<file path="config.mk">
export PLATFORM = sky130hd
export DESIGN_NAME = pe_array_ctrl
export DESIGN_NICKNAME = d
export VERILOG_FILES = /design/src/rtl/pe_array_ctrl_pkg.sv /design/src/rtl/pe_result_mux.sv /design/src/rtl/pe_array_ctrl.sv
export SDC_FILE = /design/constraint.sdc
export NUM_CORES = 1
export LEC_CHECK = 0
export CAP_MARGIN = 25
export CORE_AREA = 2 2 289 291
export DETAILED_ROUTE_END_ITERATION = 16
export DIE_AREA = 0 0 291 293
export PLACE_DENSITY_LB_ADDON = 0.12
export SYNTH_ARGS = -nofsm -noshare
export SYNTH_HDL_FRONTEND = slang
export SYNTH_SLANG_ARGS = --single-unit
export TNS_END_PERCENT = 10
</file>
<file path="constraint.sdc">
create_clock -name clk -period 3.4 [get_ports clk]
set_input_delay 0.85 -clock clk [delete_from_list [all_inputs] [get_ports clk]]
set_output_delay 0.85 -clock clk [all_outputs]
set_load 0.03 [all_outputs]
</file>
<file path="src/rtl/pe_array_ctrl_pkg.sv">
// pe_array_ctrl_pkg: shared state encoding and array geometry for the PE array sequencer
package pe_array_ctrl_pkg;

    typedef enum logic [2:0] {IDLE, CLEAR, ACCUM, DRAIN, READOUT, DONE} state_e;

    function automatic int clog2_min1(input int n);
        return (n > 1) ? $clog2(n) : 1;
    endfunction

    localparam int ARRAY_X = 4;
    localparam int ARRAY_Y = 4;
    localparam int N_PE    = ARRAY_X * ARRAY_Y;
    localparam int IDX_W   = clog2_min1(N_PE);
    localparam int X_W     = clog2_min1(ARRAY_X);
    localparam int Y_W     = clog2_min1(ARRAY_Y);

endpackage

</file>
<file path="src/rtl/pe_result_mux.sv">
// pe_result_mux: selects one PE accumulator out of the flattened array bus
module pe_result_mux
    import pe_array_ctrl_pkg::*;
#(
    parameter int ACC_W = 40
) (
    input  logic [N_PE*ACC_W-1:0] acc_flat_i,
    input  logic [IDX_W-1:0]      idx_i,
    output logic [ACC_W-1:0]      data_o
);

    assign data_o = acc_flat_i[int'(idx_i)*ACC_W +: ACC_W];

endmodule

</file>
<file path="src/rtl/pe_array_ctrl.sv">
// pe_array_ctrl: clears the PE array, streams a job's activations in, then reads every accumulator out
module pe_array_ctrl
    import pe_array_ctrl_pkg::*;
#(
    parameter int ACTIVATION_WIDTH  = 16,
    parameter int ACCUMULATOR_WIDTH = 40,
    parameter int LEN_WIDTH         = 16,
    parameter int PE_LATENCY        = 1
) (
    input  logic                              clk,
    input  logic                              rst,
    input  logic                              start,
    input  logic                              abort,
    input  logic [LEN_WIDTH-1:0]              cfg_len,
    input  logic                              act_valid,
    input  logic [ACTIVATION_WIDTH-1:0]       act_data,
    output logic                              act_ready,
    output logic                              pe_enable,
    output logic                              pe_clear,
    output logic [ACTIVATION_WIDTH-1:0]       pe_activations,
    input  logic [N_PE*ACCUMULATOR_WIDTH-1:0] acc_flat,
    output logic                              out_valid,
    input  logic                              out_ready,
    output logic [ACCUMULATOR_WIDTH-1:0]      out_data,
    output logic [X_W-1:0]                    out_x,
    output logic [Y_W-1:0]                    out_y,
    output logic                              busy,
    output logic                              done
);

    state_e                        state_q;
    logic [LEN_WIDTH-1:0]          len_q;
    logic [LEN_WIDTH-1:0]          cnt_q;
    logic [IDX_W-1:0]              idx_q;
    logic                          pe_enable_q;
    logic                          pe_clear_q;
    logic [ACTIVATION_WIDTH-1:0]   pe_act_q;
    logic [ACCUMULATOR_WIDTH-1:0]  sel_data;

    pe_result_mux #(.ACC_W(ACCUMULATOR_WIDTH)) u_mux (
        .acc_flat_i (acc_flat),
        .idx_i      (idx_q),
        .data_o     (sel_data)
    );

    assign act_ready      = (state_q == ACCUM);
    assign out_valid      = (state_q == READOUT);
    assign busy           = (state_q != IDLE);
    assign done           = (state_q == DONE);
    assign pe_enable      = pe_enable_q;
    assign pe_clear       = pe_clear_q;
    assign pe_activations = pe_act_q;
    assign out_data       = out_valid ? sel_data : '0;
    assign out_x          = X_W'(int'(idx_q) / ARRAY_Y);
    assign out_y          = Y_W'(int'(idx_q) % ARRAY_Y);

    // Job FSM: cnt_q counts activations in ACCUM and settle cycles in DRAIN; idx_q walks the readout
    always_ff @(posedge clk or posedge rst) begin
        if (rst) begin
            state_q     <= IDLE;
            len_q       <= '0;
            cnt_q       <= '0;
            idx_q       <= '0;
            pe_enable_q <= 1'b0;
            pe_clear_q  <= 1'b0;
            pe_act_q    <= '0;
        end else begin
            pe_enable_q <= 1'b0;
            pe_clear_q  <= 1'b0;
            if (abort && state_q != IDLE) begin
                state_q    <= IDLE;
                pe_clear_q <= 1'b1;
                cnt_q      <= '0;
                idx_q      <= '0;
            end else begin
                case (state_q)
                    IDLE: if (start && !abort) begin
                        len_q      <= cfg_len;
                        cnt_q      <= '0;
                        pe_clear_q <= 1'b1;
                        state_q    <= CLEAR;
                    end
                    CLEAR: state_q <= (len_q == '0) ? DRAIN : ACCUM;
                    ACCUM: if (act_valid) begin
                        pe_act_q    <= act_data;
                        pe_enable_q <= 1'b1;
                        cnt_q       <= (cnt_q == len_q - 1'b1) ? '0 : cnt_q + 1'b1;
                        state_q     <= (cnt_q == len_q - 1'b1) ? DRAIN : ACCUM;
                    end
                    DRAIN: begin
                        cnt_q   <= (cnt_q == LEN_WIDTH'(PE_LATENCY)) ? '0 : cnt_q + 1'b1;
                        state_q <= (cnt_q == LEN_WIDTH'(PE_LATENCY)) ? READOUT : DRAIN;
                        idx_q   <= '0;
                    end
                    READOUT: if (out_ready) begin
                        idx_q   <= (idx_q == IDX_W'(N_PE - 1)) ? '0 : idx_q + 1'b1;
                        state_q <= (idx_q == IDX_W'(N_PE - 1)) ? DONE : READOUT;
                    end
                    DONE: state_q <= IDLE;
                    default: state_q <= IDLE;
                endcase
            end
        end
    end

endmodule

</file>
==> impl_metrics.ini, run 1 <==
[cts]
cts_root_buf = clkbuf_16
clock_sinks = 57
cts_tree = built
clkTransAtPathRegs_ns = 0.06
insertion_delay_ns = 0.35
hold_buffers = 0
cts.path.max_buffers = 2
htreeDepth = 3
numCtsBuffers = 9

[logic_synthesis]
synth_top_area_share_pct = 55.3
syn_inst = 635
yosysMostFrequentCell = mux4_2
synthTopCellsByArea = mux4_2 (55%), dfrtp_1 (18%), nand2_1 (3.4%)
syn_area_sq_um = 8150
syn_area_per_cell_sq_um = 12.8
yosysUniqueCellTypes = 53
ys_async_sr_fraction_pct = 100
yosysSeqAreaShare_pct = 17.5
synth_seq_cells = 57
synth_common_cells = mux4_2 (200), nand2_1 (74), dfrtp_1 (57)
yosys_most_used_dff = dfrtp_1
synth_edf_count = 0
ys_warn_count = 0
synth_nets = 1317
yosys.area.top_type = mux4_2

[timing]
worstMarginPinSlew_ns = 0.888
hold_viol = 0
clock_skew_ns = 0.0131
rsz0062_at_grt = yes
layout_setup_ws_ns = -0.267
drv_slew = 0
fin_setup_tns_ns = -5.99
finalCritPeriodShare_pct = 108
setup_violations = 38
whs_ns = 0.480
period_minus_slack_ns = 3.67
fmax_ghz = 0.273
relSlewSlack_pct = 40.8

[cells_and_area]
layout-area-overhead-vs-synth_pct = 121
fill_cells = 8819
multi_input_area_sq_um = 6430
regArea_sq_um = 1440
drive_gt1_share_pct = 26.2
nets = 2079

[worst_hold_path]
hp-class = flop to flop
worstHoldStart = pe_activations[15]$_DFFE_PP0P_
min_path_cells = 2
min_to = pe_activations[15]$_DFFE_PP0P_

[placement]
gp_congestion = 0.882
dp.final_hpwl_um = 65900
io_buffers = 743

[floorplanning]
die_area_sq_um = 85300
rows = 105
initial_core_util_pct = 9.95
die_w_um = 291
core_sq_um = 81800
ioPinCount = 744
die_h_um = 293

[run_status]
status = complete, but fails checks
violations = negative setup slack

[critical_path]
critPathArrivalTime_ns = 2.82
cp_data_required_time_ns = 2.55
r2r.worst_path.cells = 8
r2r_slack_ns = 0.35
r2r-start = len_q[0]$_DFFE_PP0P_
crit_type = input port to output port
r2r_end = cnt_q[8]$_DFFE_PP0P_
cp-end-kind = output port
cp_max_fo = 1
cp-start-kind = input port

[grt]
grt_max_degree = 36
globalRoute.totalOverflow = 0
grt_pass1_wl_um = 97500
grt_usage_pct = 16.9
grt_pass1_vias = 10800
antenna_found_initial = 60

[power_and_ir_drop]
power.density_nw_per_um2 = 241
ir_drop_v = 0.000230
p_leak_nw = 6.04

[detailed_routing]
wl_um = 74200
drt-initial-drc-count = 522
drt_pass1_iterations = 4
drt-wirelength-per-cell_um = 29.9
vias = 9719
via_per_inst = 3.92
drt.antenna.violating_nets = 0
drc = 0

[run]
drv_cap = 0
-- metrics by stage --
step | area (sq um) | std cells | total power, mW | setup WS [ns] | utilization (%)
6_report | 18000 | 2482 | 4.33 | -0.267 | 22.0
3_3_place_gp | 17200 | 2441 | 3.37 | -0.540 | 21.1
5_1_grt | 18000 | 2477 | 4.61 | -0.327 | 21.9
2_1_floorplan | 8180 | 635 | 1.96 | -0.0103 | -
3_5_place_dp | 17200 | 2441 | 3.37 | -0.531 | 21.1
4_1_cts | 17900 | 2470 | 4.41 | -0.311 | 21.9
-- worst max-delay path: stages --
cell and delay, ns:
clkdlybuf4s50_1 0.49, mux4_2 0.52, mux4_2 0.58, nor2b_1 0.19, buf_4 0.18
-- routing by layer --
metal,vias to the layer above,part of all wire (%),GRT usage (%),wire (um)
met3,105,8.3,5.22,6160
met5,-,0.22,0,161
met2,467,52,31.3,38800
met4,26,1.3,1.88,933
li1,4191,-,-,-
met1,4930,38,19.5,28100
-- how the worst max path moves through the flow --
stage | slack (ns) | endpoint | cells after the start | startpoint
4_1_cts | -0.31 | out_data[30] | 7 | idx_q[0]$_DFFE_PP0P_
6_report | -0.27 | out_data[14] | 5 | acc_flat[614]
5_1_grt | -0.33 | out_data[30] | 7 | idx_q[0]$_DFFE_PP0P_
3_5_place_dp | -0.53 | out_data[32] | 5 | acc_flat[312]
3_3_place_gp | -0.54 | out_data[32] | 5 | acc_flat[312]
2_1_floorplan | -0.01 | out_data[10] | 5 | idx_q[0]$_DFFE_PP0P_
-- layout by cell type (no fill, tap or decap), drive strengths merged, types with 3 or more instances in the layout --
cell type / count
a21o: 3
a21oi: 7
a31oi: 4
and2: 4
buf: 106
clkbuf: 11
clkdlybuf4s15: 6
clkdlybuf4s50: 693
clkinv: 3
dfrtp: 57
diode: 10
dlygate4sd2: 9
ha: 4
inv: 17
mux2: 16
mux2i: 3
mux4: 200
nand2: 75
nand2b: 3
nand3: 15
nand3b: 3
nand4: 5
nor2: 12
nor2b: 43
nor3: 6
nor4: 7
o2111ai: 6
o211ai: 7
o21ai: 5
o31ai: 7
or2: 6
or3: 8
or4: 3
xnor2: 13
xor2: 9
-- timing repair --
action | 4_1_cts | 5_1_grt
gates resized for setup | 69 | 7
cloned | 4 | 2
endpoints found under the setup margin | 40 | 40
setup buffers | 9 | 2
-- logic make-up after synthesis --
| logic type | synth area share [%] |
|---|---|
| flip-flops | 17.5 |
| multiplexers | 57.9 |
| buffers and inverters | 3.79 |
| adder cells (fa/ha/maj) | 0.614 |
| AND/OR/NAND/NOR | 12.6 |
| XOR/XNOR | 2.37 |
| AO/OA/AOI/OAI | 5.19 |
-- flip-flops by register name, summed over array words and instances, names as in the netlist --
signal / cells
idx_q: 4
cnt_q: 16
state_q: 3
len_q: 16
pe_activations: 16
pe_enable: 1
pe_clear: 1
-- report_power, final --
group / switching [mW] / internal (mW)
logic: 0.931 / 1.41
registers: 0.149 / 0.861
clock network: 0.398 / 0.580
total: 1.48 / 2.86
-- layout make-up --
cell class,count,share of cell area (%)
timing repair buffer,817,46.6
clock buffer,9,1.25
clock inverter,7,0.459
antenna,10,0.139
inverter,14,0.292
sequential,57,8.02
multi-input combinational,498,35.8
tap,1070,7.45
Note: power is estimated with default switching activity, not from simulation.
==> inputs of run 2 (changes only) <==
Settings changed: CELL_PAD_IN_SITES_DETAIL_PLACEMENT from default to 1, CELL_PAD_IN_SITES_GLOBAL_PLACEMENT from default to 2, CORE_AREA 2 2 289 291 to 2 2 290 292, CTS_CLUSTER_DIAMETER from default to 40, DIE_AREA 0 0 291 293 to 0 0 292 294, SLEW_MARGIN from default to 10.
==> impl_metrics.ini, run 2 (synthesized netlist as in run 1, its figures left out) <==
[cells_and_area]
fill_cells = 9295
nets = 2100
layout_common_cells = clkdlybuf4s50_1 (693), mux4_2 (200), nand2_1 (73)
drive_gt1_share_pct = 27.8
final_cells = 2511
layout-area-overhead-vs-synth_pct = 125
final_common_cell = clkdlybuf4s50_1
fin_area_sq_um = 18300

[floorplanning]
initial_core_util_pct = 9.83
core_sq_um = 82900
ioPinCount = 744
die_h_um = 294
die_area_sq_um = 85800
die_w_um = 292
rows = 106

[critical_path]
crit_type = input port to output port
critPathArrivalTime_ns = 2.87
path_cells = clkdlybuf4s50_1 > buf_4 > mux4_2 > mux4_2 > nor2b_1 > buf_4
cp-end-kind = output port
cp_max_fo = 1
cp-start-kind = input port
crit_slowest_cell = mux4_2
cp_data_required_time_ns = 2.55
max_stage_delay_ns = 0.58

[grt]
grt_pass1_vias = 11000
grt_max_degree = 58
grt_usage_pct = 18.1
grt_pass1_wl_um = 103000
antenna_found_initial = 68
globalRoute.totalOverflow = 0

[placement]
io_buffers = 743
pre_cts_ws_ns = -0.544
place_inst = 2460
gp_congestion = 0.850
dp.final_hpwl_um = 71200
placed_area_sq_um = 17300

[detailed_routing]
drt.antenna.violating_nets = 0
drt-initial-drc-count = 404
wl_um = 80100
vias = 9836
via_per_inst = 3.92
drc = 0
drt_pass1_iterations = 5
drt-wirelength-per-cell_um = 31.9

[timing]
setup_violations = 40
finalCritPeriodShare_pct = 109
fmax_ghz = 0.269
worstMarginPinSlew_ns = 0.609
period_minus_slack_ns = 3.72
layout_setup_ws_ns = -0.316
whs_ns = 0.477
clock_skew_ns = 0.0115
rsz0062_at_grt = yes
drv_slew = 0
relSlewSlack_pct = 59.4
hold_viol = 0

[cts]
numCtsBuffers = 9
cts_root_buf = clkbuf_16
insertion_delay_ns = 0.37
cts_tree = built
clkTransAtPathRegs_ns = 0.05
htreeDepth = 3
cts.path.max_buffers = 2
clock_sinks = 57
hold_buffers = 0

[run_status]
violations = negative setup slack
status = complete, but fails checks

[power_and_ir_drop]
power.density_nw_per_um2 = 237
p_leak_nw = 6.24
ir_drop_v = 0.000199

[worst_hold_path]
hp-class = flop to flop

[run]
drv_cap = 0
## run 2: what timing repair did
item | in CTS | in global routing
hold endpoints to repair | 0 | 0
gates cloned | 3 | 3
resized for setup | 61 | 38
buffers inserted | 12 | 9
endpoints found under the setup margin | 40 | 40
## run 2: worst max-delay path: cells and delay by family
kind                   cells  cell delay, ns
multiplexers               2            1.03
AND/OR/NAND/NOR            1            0.22
buffers and inverters      3            0.76
## run 2: worst paths after layout
kind | slack, ns | from | to | cells after the start
max | -0.32 | acc_flat[500] | out_data[20] | 6
min | 0.48 | pe_activations[12]$_DFFE_PP0P_ | pe_activations[12]$_DFFE_PP0P_ | 2
max reg2reg | 0.28 | len_q[0]$_DFFE_PP0P_ | cnt_q[15]$_DFFE_PP0P_ | 8
min reg2reg | 0.48 | pe_activations[12]$_DFFE_PP0P_ | pe_activations[12]$_DFFE_PP0P_ | 2
max in group asynchronous | 2.19 | rst | idx_q[2]$_DFFE_PP0P_ | 3
min in group asynchronous | 0.88 | rst | pe_activations[14]$_DFFE_PP0P_ | 3
## run 2: routing by layer
metal | share of wire (%) | track usage, % | up-vias | wire (um)
li1 | - | - | 4224 | -
met1 | 39 | 21.0 | 4983 | 31000
met2 | 51 | 32.7 | 462 | 41000
met3 | 8.4 | 6.25 | 121 | 6740
met4 | 1.3 | 2.46 | 46 | 1050
met5 | 0.34 | 0 | - | 273
## run 2: cell type report
| type | count | area (sq um) | share of cell area, % |
|---|---|---|---|
| Tap cell | 1080 | 1350 | 7.37 |
| Clock inverter | 6 | 67.6 | 0.368 |
| Timing Repair Buffer | 838 | 8710 | 47.5 |
| Multi-Input combinational cell | 498 | 6470 | 35.3 |
| Antenna cell | 8 | 20.0 | 0.109 |
| Sequential cell | 57 | 1440 | 7.84 |
| Inverter | 14 | 52.6 | 0.286 |
| Clock buffer | 10 | 229 | 1.25 |
## run 2: where the power goes
group          internal, mW  leakage (nW)  switching [mW]
logic                  1.42          5.38           0.955
clock network         0.570         0.139           0.396
registers             0.860         0.726           0.150
total                  2.85          6.24            1.50
## run 2: through the flow
| step | setup TNS [ns] | util [%] | total power, mW |
|---|---|---|---|
| global placement | -9.29 | 20.9 | 3.37 |
| detailed placement | -9.19 | 20.9 | 3.40 |
| global route | -10.65 | 22.1 | 4.64 |
| CTS | -10.81 | 21.7 | 4.46 |
| floorplan | -0.309 | - | 1.96 |
| finish | -7.60 | 22.1 | 4.35 |
==> inputs of run 3 (changes only) <==
Settings changed: CORE_AREA 2 2 290 292 to 4 4 284 286, DIE_AREA 0 0 292 294 to 0 0 288 290.
==> impl_metrics.ini, run 3 (synthesized netlist as in run 1, its figures left out) <==
[critical_path]
path_depth = 5
crit_buf_inv = 2
r2r_slack_ns = 0.41
cp_max_fo = 1
r2r.worst_path.cells = 9
cp_data_required_time_ns = 2.55
critPathCapture = out_data[32]
crit_slowest_cell = mux4_2
r2r-start = len_q[0]$_DFFE_PP0P_
path_cells = clkdlybuf4s50_1 > mux4_2 > mux4_2 > nor2b_1 > clkdlybuf4s15_2
critPathArrivalTime_ns = 2.79
cp-end-kind = output port
cp_common_cell = mux4_2
critPathTopFamily = multiplexers
cp-start-kind = input port
crit_type = input port to output port
setup.worst_path.start = acc_flat[632]
r2r_end = cnt_q[3]$_DFFE_PP0P_
max_stage_delay_ns = 0.57

[detailed_routing]
drc = 0
drt-wirelength-per-cell_um = 31.7
via_per_inst = 3.95
vias = 9787
met2_length_um = 38500
wl_um = 78600
met3_length_um = 6970
highest_layer = met5
drt.antenna.violating_nets = 0
wl_met1_um = 31200
drt-initial-drc-count = 530
drt_pass1_iterations = 4

[grt]
antenna_found_initial = 75
grt_pass1_wl_um = 102000
globalRoute.totalOverflow = 0
grt_usage_pct = 18.2
grt_pass1_vias = 10900
grt_max_degree = 36

[cells_and_area]
nets = 2079
final_cells = 2478
layout-area-overhead-vs-synth_pct = 120
drive_gt1_share_pct = 26.0
fill_cells = 8853
layout_common_cells = clkdlybuf4s50_1 (697), mux4_2 (200), buf_4 (75)
final_common_cell = clkdlybuf4s50_1
final_util_pct = 22.9

[cts]
cts_root_buf = clkbuf_16
numCtsBuffers = 9
cts.path.max_buffers = 2
cts_tree = built
clkTransAtPathRegs_ns = 0.05
insertion_delay_ns = 0.35
htreeDepth = 3
clock_sinks = 57

[timing]
fmax_ghz = 0.274
worstMarginPinSlew_ns = 0.550
clock_skew_ns = 0.00870
setup_violations = 38
period_minus_slack_ns = 3.64
rsz0062_at_grt = yes
drv_slew = 0
finalCritPeriodShare_pct = 107
relSlewSlack_pct = 63.4
hold_viol = 0
whs_ns = 0.470
layout_setup_ws_ns = -0.244

[run_status]
violations = negative setup slack
status = complete, but fails checks

[power_and_ir_drop]
p_leak_nw = 6.03
power.density_nw_per_um2 = 250
ir_drop_v = 0.000240

[floorplanning]
core_sq_um = 78400
ioPinCount = 744
initial_core_util_pct = 10.4
die_h_um = 290
die_w_um = 288
die_area_sq_um = 83500
rows = 103

[placement]
place_inst = 2423
gp_congestion = 0.889
dp.final_hpwl_um = 70400
pre_cts_ws_ns = -0.510
io_buffers = 743

[run]
drv_cap = 0

[worst_hold_path]
hp-class = flop to flop
run 3: cell types whose count changed in the layout (fill, tap and decap cells not counted), sizes merged, moves of 2 or more:
cell / delta
buf: -15
bufinv: +2
clkdlybuf4s15: -4
clkdlybuf4s50: +4
diode: +18
dlymetal6s2s: -4
run 3: report_power, final:
| part | internal, mW | switching (mW) |
|---|---|---|
| sequential | 0.861 | 0.137 |
| combinational | 1.42 | 0.978 |
| clock | 0.734 | 0.360 |
| total | 3.01 | 1.48 |
run 3: area by class of cell:
| class | instances | area, sq um | share of cell area (%) |
|---|---|---|---|
| Multi-Input combinational cell | 498 | 6420 | 35.8 |
| Sequential cell | 57 | 1440 | 8.03 |
| Clock buffer | 11 | 243 | 1.35 |
| Inverter | 14 | 52.6 | 0.293 |
| Antenna cell | 26 | 65.1 | 0.363 |
| Clock inverter | 5 | 103 | 0.572 |
| Tap cell | 1050 | 1310 | 7.33 |
| Timing Repair Buffer | 817 | 8290 | 46.2 |
run 3: layer usage:
layer | GRT usage [%] | up-vias
li1 | - | 4216
met1 | 22.0 | 4954
met2 | 30.2 | 453
met3 | 6.76 | 110
met4 | 5.41 | 54
met5 | 0 | -
run 3: timing repair:
action                     4_1_cts  5_1_grt
hold buffers                     0        0
setup endpoints to repair       40       40
resized for setup               36       11
buffers inserted                 8        3
gates cloned                     2        1
run 3: how the worst min path moves through the flow:
stage                                         startpoint                             end  slack [ns]  cells after the start
after floorplan                    cnt_q[15]$_DFFE_PP0P_           cnt_q[15]$_DFFE_PP0P_        0.49                      1
after global placement     pe_activations[9]$_DFFE_PP0P_   pe_activations[9]$_DFFE_PP0P_        0.46                      2
after detailed placement   pe_activations[0]$_DFFE_PP0P_   pe_activations[0]$_DFFE_PP0P_        0.46                      2
after CTS                  pe_activations[0]$_DFFE_PP0P_   pe_activations[0]$_DFFE_PP0P_        0.48                      2
after global routing      pe_activations[12]$_DFFE_PP0P_  pe_activations[12]$_DFFE_PP0P_        0.50                      2
final                      pe_activations[0]$_DFFE_PP0P_   pe_activations[0]$_DFFE_PP0P_        0.47                      2
run 3: worst reg2reg max path: stages, from the launching register on:
cell and delay, ns:
dfrtp_1 0.38, or4_1 0.59, or2_2 0.37, or4_4 0.54, a211oi_2 0.28, nand4_1 0.14, buf_4 0.22, nand2_2 0.08
buf_4 0.17, o21ai_0 0.10
run 3: metrics by stage:
| stage | total power [mW] | TNS (ns) | cell area [sq um] |
|---|---|---|---|
| 2_1_floorplan | 1.96 | -0.309 | 8180 |
| 3_3_place_gp | 3.40 | -4.91 | 17200 |
| 3_5_place_dp | 3.42 | -4.96 | 17200 |
| 4_1_cts | 4.59 | -6.58 | 17800 |
| 5_1_grt | 4.77 | -7.41 | 17900 |
| 6_report | 4.49 | -4.72 | 17900 |
